==> config.mk <==
export PLATFORM = sky130hd
export DESIGN_NAME = pipeline_hazard_ctrl
export DESIGN_NICKNAME = d
export VERILOG_FILES = /design/src/rtl/pipeline_ctrl_pkg.sv /design/src/rtl/pipeline_hazard_ctrl_hazard_detect.sv /design/src/rtl/pipeline_hazard_ctrl.sv
export SDC_FILE = /design/constraint.sdc
export NUM_CORES = 1
export LEC_CHECK = 0
export CAP_MARGIN = 20
export CORE_ASPECT_RATIO = 0.75
export CORE_MARGIN = 1
export CORE_UTILIZATION = 40
export DETAILED_ROUTE_END_ITERATION = 10
export GPL_ROUTABILITY_DRIVEN = 1
export GPL_TIMING_DRIVEN = 0
export PLACE_DENSITY = 0.7
export SLEW_MARGIN = 10
export SYNTH_ARGS = -nofsm -noshare
export SYNTH_HDL_FRONTEND = slang
export SYNTH_SLANG_ARGS = --single-unit
==> constraint.sdc <==
create_clock -name clock -period 2.7 [get_ports clock]
set_clock_uncertainty 0.1 [all_clocks]
set_input_delay 0.405 -clock clock [delete_from_list [all_inputs] [get_ports clock]]
set_output_delay 0.405 -clock clock [all_outputs]
set_load 0.02 [all_outputs]
==> src/rtl/pipeline_ctrl_pkg.sv <==
// ============================================================================
// Module   : pipeline_ctrl_pkg
// Brief    : Shared state encoding and register constants for pipeline control
// Revision : 1.0
// ============================================================================
`default_nettype none

package pipeline_ctrl_pkg;

  typedef enum logic [1:0] {
    RUN      = 2'd0,
    MEM_WAIT = 2'd1,
    ERROR    = 2'd2
  } state_t;

  localparam logic [4:0] REG_ZERO = 5'd0;

endpackage

`default_nettype wire

==> src/rtl/pipeline_hazard_ctrl_hazard_detect.sv <==
// ============================================================================
// Module   : hazard_detect
// Brief    : Combinational load-use comparator between the ID and EX stages
// Revision : 1.0
// ============================================================================
`default_nettype none

module hazard_detect
  import pipeline_ctrl_pkg::*;
(
  input  logic [4:0] id_rs,
  input  logic [4:0] id_rt,
  input  logic       id_uses_rt,
  input  logic [4:0] ex_rd,
  input  logic       ex_memread,
  output logic       load_use
);

  // $zero never carries a real dependency, so a load targeting it is harmless.
  assign load_use = ex_memread & (ex_rd != REG_ZERO) &
                    ((ex_rd == id_rs) | (id_uses_rt & (ex_rd == id_rt)));

endmodule

`default_nettype wire

==> src/rtl/pipeline_hazard_ctrl.sv <==
// ============================================================================
// Module   : pipeline_hazard_ctrl
// Brief    : Stall/flush controller for the 5-stage pipeline with memory waits
// Revision : 1.0
// ============================================================================
`default_nettype none

module pipeline_hazard_ctrl
  import pipeline_ctrl_pkg::*;
#(
  parameter int MEM_TIMEOUT = 16,
  parameter int STALL_CNT_W = 16
) (
  input  logic                   clock,
  input  logic                   reset,
  input  logic [4:0]             id_rs,
  input  logic [4:0]             id_rt,
  input  logic                   id_uses_rt,
  input  logic [4:0]             ex_rd,
  input  logic                   ex_memread,
  input  logic                   ex_branch_taken,
  input  logic                   mem_req,
  input  logic                   mem_ready,
  output logic                   pc_en,
  output logic                   if_id_en,
  output logic                   if_id_flush,
  output logic                   id_ex_en,
  output logic                   id_ex_flush,
  output logic                   ex_mem_en,
  output logic                   mem_wb_bubble,
  output logic                   mem_error,
  output logic [1:0]             state,
  output logic [STALL_CNT_W-1:0] stall_count
);

  localparam logic [7:0] c_timeout = 8'(MEM_TIMEOUT);

  state_t                 r_state;
  state_t                 w_next_state;
  logic [7:0]             r_tcnt;
  logic [7:0]             w_tcnt_next;
  logic [STALL_CNT_W-1:0] r_stall;
  logic                   r_err;
  logic                   w_load_use;
  logic                   w_mem_stall;
  logic                   w_freeze;
  logic                   w_decode;

  hazard_detect u_hazard_detect (
    .id_rs      (id_rs),
    .id_rt      (id_rt),
    .id_uses_rt (id_uses_rt),
    .ex_rd      (ex_rd),
    .ex_memread (ex_memread),
    .load_use   (w_load_use)
  );

  assign w_mem_stall = mem_req & ~mem_ready;

  always_comb begin
    w_next_state = r_state;
    w_tcnt_next  = r_tcnt;
    w_freeze     = 1'b0;
    w_decode     = 1'b0;
    case (r_state)
      RUN: begin
        if (w_mem_stall) begin
          w_freeze     = 1'b1;
          w_next_state = MEM_WAIT;
          w_tcnt_next  = 8'd1;
        end else begin
          w_decode = 1'b1;
        end
      end
      MEM_WAIT: begin
        if (mem_ready) begin
          w_decode     = 1'b1;
          w_next_state = RUN;
        end else begin
          w_freeze    = 1'b1;
          w_tcnt_next = r_tcnt + 8'd1;
          if (r_tcnt == c_timeout) begin
            w_next_state = ERROR;
          end
        end
      end
      default: begin
        // ERROR and the unused encoding both hold the pipeline until reset.
        w_freeze = 1'b1;
      end
    endcase
  end

  always_comb begin
    pc_en         = 1'b1;
    if_id_en      = 1'b1;
    if_id_flush   = 1'b0;
    id_ex_en      = 1'b1;
    id_ex_flush   = 1'b0;
    ex_mem_en     = 1'b1;
    mem_wb_bubble = 1'b0;
    if (w_freeze) begin
      pc_en         = 1'b0;
      if_id_en      = 1'b0;
      id_ex_en      = 1'b0;
      ex_mem_en     = 1'b0;
      mem_wb_bubble = 1'b1;
    end else if (w_decode) begin
      // A taken branch squashes the dependent instruction, so it wins over load-use.
      if (ex_branch_taken) begin
        if_id_flush = 1'b1;
        id_ex_flush = 1'b1;
      end else if (w_load_use) begin
        pc_en       = 1'b0;
        if_id_en    = 1'b0;
        id_ex_flush = 1'b1;
      end
    end
  end

  always_ff @(posedge clock) begin
    if (reset) begin
      r_state <= RUN;
      r_tcnt  <= 8'd0;
      r_stall <= '0;
      r_err   <= 1'b0;
    end else begin
      r_state <= w_next_state;
      r_tcnt  <= w_tcnt_next;
      if (!pc_en && (r_stall != {STALL_CNT_W{1'b1}})) begin
        r_stall <= r_stall + {{(STALL_CNT_W-1){1'b0}}, 1'b1};
      end
      if (w_next_state == ERROR) begin
        r_err <= 1'b1;
      end
    end
  end

  assign state       = r_state;
  assign stall_count = r_stall;
  assign mem_error   = r_err;

endmodule

`default_nettype wire

==> metrics, run 1 <==
Tightest Hold Check Type=reg -> reg; met3 usage=4.01%; die width=approximately 73 um; Yosys top cell by area=dfxtp_1; worst hold slack=0.384 ns; main area contributors after synthesis=dfxtp_1 35%, xor2_1 7.5%, nor2_1 6.7%; FMAX=385 MHz; met1 usage=between 20% and 30%; first-pass GRT wire length=5900 um; post-synth top area share=35.5%; largest net degree at the start of global routing=16; Setup WS pre-CTS=-0.927 ns; Initial Util=41.6%; overall routing resource usage=18.0%; Root Buffer=clkbuf_8; antenna-violating nets left=0; ant diodes=0; vias post-DR=1519; flops & latches, synth=27; # H-tree levels=1; Worst setup EP type=output port; fin util=60.3%; detailed placement HPWL=2540 um; TritonCTS clock tree=done; antenna violations before repair=0; CTS Sinks=27; WP data arrival=approximately 2.1 ns; Max Cap Viol=0; register area share after synthesis=35.5%; RD Place Congestion=between 0.7 and 0.8; synthesized area=1520 um2; Data required, critical path=2.19 ns; Max transition margin=55.7%; Netlist cell types=38; mean number of vias per cell=~5.3; critical path class=in -> out; worst reg2reg startpoint=stall_count[0]; initial DRC count=53; FP Rows=19; worst-skew pair later-pin latency=roughly 0.27 ns; VDD IR max=0.258 mV; outcome=finished clean; fin cells=289; Hold Buf Count CTS=0; die area=4060 um2; die height=55.5 um; Syn Area/Cell=between 8 and 9 um2; Top-Level Pins=48; Syn Nets=209; final hold viol count=0; most frequent cells in the layout=37 x clkdlybuf4s50_1, 27 x nor2_1, 27 x dfxtp_1; critical-path maximum fanout=5; Max clock buf depth=2; Cells after DPL=282; DR DRC count=0; DR WL/cell=12.7 um; Routed WL=3680 um; PortBufs=46; area grow syn2layout=44.8%; Nets=263; measured slew at the worst slew-check pin=approximately 0.66 ns; Slew Limit Fails=0; Critical Path Start=id_rt[0]; number of global-route vias before repair=1333; hold_sp=mem_error; core area=3660 um2; share of layout cells above drive strength 1=between 10 and 15%; iteration count of the initial detailed-routing pass=4; Critical Path Source Type=primary input; Final Cycle Share=between 90% and 100%; synth warn=0; setup ws final=0.102 ns; Syn Inst Count=184; met2 usage=28.3%; Clock Pin Slew Worst Setup and Hold Paths=about 0.090 ns; setup violators final=0; PwrDens=351 nW/um2; Leakage Power=0.782 nW; Final min period=2.60 ns; GRT busiest layer=met2; commonest non-fill, non-tap cell in the layout=clkdlybuf4s50_1; GRT overflow=0; clock buffer count from CTS=3
[state kept, by name, summed over array words and instances, names as in the netlist]
register	flops
stall_count	16
r_tcnt	8
mem_error	1
state	2
[path summary, 6_finish.rpt]
kind                            cells after the start        endpoint  slack (ns)
worst max-delay path                                8           pc_en        0.10
worst min-delay path                                2       mem_error        0.38
worst max register to register                      8  stall_count[9]        0.15
worst min register to register                      2       mem_error        0.38
[synth_stat cells, drive strengths merged]
cell type and count:
a21oi 12, a311oi 1, a31o 1, a32oi 1, and2 1, and3 3
buf 5, clkbuf 5, dfxtp 27, ha 3, inv 5, mux2 8
mux2i 1, nand2 12, nand3 5, nand4 6, nor2 27, nor2b 9
nor3 3, nor4 6, nor4b 4, o21ai 5, o21bai 1, o31a 1
o31ai 4, o41ai 2, or2 1, or3 3, or3b 1, or4 5
or4b 2, xnor2 1, xor2 13
[report_power, final]
| group | switching, mW | internal (mW) |
|---|---|---|
| logic | 0.0670 | 0.0693 |
| registers | 0.00611 | 0.403 |
| clock network | 0.127 | 0.103 |
[layout make-up]
type                       count  area [um2]
clock buffer                   3        41.3
fill                         336        1450
timing repair buffer          49         478
inverter                       5        18.8
buffer                        10        67.6
tap                           52        65.1
sequential                    27         541
clock inverter                 1        5.00
multi-input combinational    142         991
[metal layers]
layer | share of wire [%] | routed length [um]
met3 | 6.1 | 224
met1 | 49 | 1800
met2 | 44 | 1640
met5 | 0 | 0
met4 | 0.35 | 13
[per-stage QoR]
| step | instance area [um2] | power, mW | TNS, ns |
|---|---|---|---|
| final | 2210 | 0.775 | 0 |
| after global routing | 2210 | 0.811 | -0.0153 |
| after CTS | 2170 | 0.782 | -0.0250 |
| after detailed placement | 2050 | 0.547 | -6.05 |
| after global placement | 2050 | 0.545 | -5.90 |
| after floorplan | 1520 | 0.481 | 0 |
[critical path: stages]
cell	delay, ns
clkdlybuf4s50_1	0.41
xor2_1	0.15
nor4_2	0.25
a32oi_1	0.16
o31a_1	0.30
clkbuf_8	0.16
buf_4	0.12
buf_4	0.14
[what timing repair did]
item | CTS | global route
endpoints found under the hold margin | 0 | 0
pin swaps | 3 | 3
gates cloned | 0 | 0
setup endpoints to repair | 10 | 12
setup buffers | 3 | 0
resized for setup | 24 | 11
[cells by family after synthesis]
kind of cell             after synthesis  share of synthesized area (%)
AO/OA/AOI/OAI                         28                           11.5
XOR/XNOR                              14                           8.05
adder cells (fa/ha/maj)                3                           2.46
buffers and inverters                 15                           4.76
flip-flops                            27                           35.5
multiplexers                           9                           6.57
AND/OR/NAND/NOR                       88                           31.2
No activity file was read; power rests on OpenSTA's default activity.
==> run 2: changes to the inputs <==
--- a/config.mk
+++ b/config.mk
@@ -19 +19,2 @@
 export SYNTH_SLANG_ARGS = --single-unit
+export TNS_END_PERCENT = 5
==> constraint.sdc (replaced) <==
create_clock -name clock -period 2.7 [get_ports clock]
set_clock_uncertainty 0.1 [all_clocks]
set_input_delay 0.81 -clock clock [delete_from_list [all_inputs] [get_ports clock]]
set_output_delay 0.81 -clock clock [all_outputs]
set_load 0.02 [all_outputs]
==> run 2 against run 1 <==
Hold slack gained 0.024 ns. Largest power group unchanged. Clock-buffer cell count up 1. Cell count did not move. Non-clock buffer count is the same. Sequential share of layout area rose by 0.22 points. Setup slack got worse by 0.56 ns. Routed wire length grew 0.24%. The run now ends with negative setup slack left. Highest routed layer unchanged. Register-to-register slack better by 0.02 ns. Critical path depth unchanged. Via count decreased by 1.9%. First-iteration DRC count increased by 55%. Critical path type unchanged. Sequential power about the same.
==> metrics, run 2 (synthesis gave the netlist of run 1 again) <==
PortBufs=46; VDD IR max=0.271 mV; die height=between 50 and 60 um; FMAX=316 MHz; Largest register FFs=16; Setup WS pre-CTS=-1.52 ns; share of layout cells above drive strength 1=21.1%; outcome=complete, but fails checks; P_int=0.575 mW; Max clock buf depth=2; die area=slightly above 4000 um2; setup ws final=-0.462 ns; core area=3660 um2; CTS Sinks=27; measured slew at the worst slew-check pin=0.669 ns; critical-path maximum fanout=5; switching share of total power=26.2%; die width=approximately 73 um; final hold viol count=0; detailed placement HPWL=2630 um; largest net degree at the start of global routing=15; r2r setup slk=0.17 ns; Finished Cell Area=about 2200 um2; Flop pwr share=between 50% and 60%; reg-to-reg endpoint=stall_count[12]; Critical Path Source Type=primary input; worst reg2reg startpoint=stall_count[0]; unrepaired setup endpoints after global routing=yes; PwrDens=356 nW/um2; clock share of power=approximately 30%; worst-case reg-to-reg path depth=8; number of global-route vias before repair=1277; Top-Level Pins=48; # H-tree levels=1; mean number of vias per cell=5.16; filler instances=approximately 350; Final Cycle Share=117%; vias post-DR=1490; WP data arrival=2.25 ns; iteration count of the initial detailed-routing pass=4; Hold Path End=mem_error; DR DRC count=0; Leakage Power=0.795 nW; most frequent cells in the layout=27 x dfxtp_1, 25 x nor2_1, 22 x clkdlybuf4s50_1; failing checks=negative setup slack; Final min period=about 3.2 ns; GRT overflow=0; Max transition margin=55.1%; DR WL/cell=12.8 um; commonest non-fill, non-tap cell in the layout=dfxtp_1; critical path class=in -> out; RD Place Congestion=0.814; Data required, critical path=1.79 ns; hold_sp=mem_error; Hold Crit Depth=2; placed instance area=2060 um2; Tot Pwr=0.778 mW; Max Cap Viol=0; initial DRC count=82; TritonCTS clock tree=done; Slew Limit Fails=0; Nets=263; fin cells=between 200 and 300; first-pass GRT wire length=about 6000 um; Psw=~0.20 mW; setup violators final=11; combinational share of power=17.7%; ant diodes=0; antenna-violating nets left=0; worst-skew pair later-pin latency=0.27 ns; Root Buffer=clkbuf_8; Routed WL=3690 um; Tightest Hold Check Type=reg -> reg; FP Rows=19; overall routing resource usage=18.6%; Cells after DPL=282; clock buffer count from CTS=3; Initial Util=41.6%; area grow syn2layout=43.5%; Setup TNS=-1.60 ns; Clock Pin Slew Worst Setup and Hold Paths=0.09 ns; antenna violations before repair=0; Worst setup EP type=output port
[run 2: cell count changes in the layout (fill, tap and decap cells not counted), sizes merged]
cell	change
clkbuf	+1
dlymetal6s2s	-1
clkinv	-1
buf	+13
dlygate4sd2	+3
clkdlybuf4s50	-15
[run 2: worst max-delay path by stage]
stage,from,end,slack [ns],cells after the start
after floorplan,ex_rd[0],pc_en,-0.28,5
after global placement,ex_rd[0],pc_en,-1.52,7
after detailed placement,ex_rd[0],pc_en,-1.52,7
after CTS,id_rt[0],pc_en,-0.53,8
after global routing,id_rs[1],pc_en,-0.51,8
final,id_rt[0],pc_en,-0.46,8
[run 2: final cells by class]
type / count / area [um2] / share of cell area, %
Clock buffer: 4 / 45.0 / 2.06
Sequential cell: 27 / 541 / 24.7
Multi-Input combinational cell: 142 / 997 / 45.6
Timing Repair Buffer: 49 / 453 / 20.7
Buffer: 10 / 67.6 / 3.09
Inverter: 5 / 18.8 / 0.858
Tap cell: 52 / 65.1 / 2.97
[run 2: power by group through the flow]
stage,clock network (mW),registers (mW),logic [mW]
global route,0.256,0.410,0.150
CTS,0.236,0.409,0.131
finish,0.231,0.409,0.138
global placement,0,0.418,0.133
floorplan,0,0.420,0.0637
detailed placement,0,0.418,0.133
[run 2: per-stage QoR]
stage | util, % | hold WS (ns)
6_report | 59.7 | 0.407
5_1_grt | 59.7 | 0.446
2_1_floorplan | - | 0.358
3_5_place_dp | 56.4 | 0.378
4_1_cts | 58.3 | 0.406
3_3_place_gp | 56.4 | 0.351
[run 2: per-layer routing]
layer	part of all wire, %	vias to the layer above	GRT usage [%]
met5	0	-	0
met4	0.46	0	2.52
met3	4.1	4	4.56
met2	44	31	27.5
met1	51	683	27.7
li1	-	772	-
[run 2: critical path, stage by stage]
cell and delay [ns]:
buf_6 0.09, xor2_1 0.15, nor4_2 0.32, a32oi_2 0.17, o31a_1 0.31, clkbuf_8 0.17, buf_6 0.11, buf_6 0.12
[run 2: timing repair]
action / CTS / global route
buffers inserted: 3 / 0
resized for setup: 75 / 17
pin swaps: 11 / 10
hold buffers: 0 / 0
setup endpoints to repair: 23 / 20
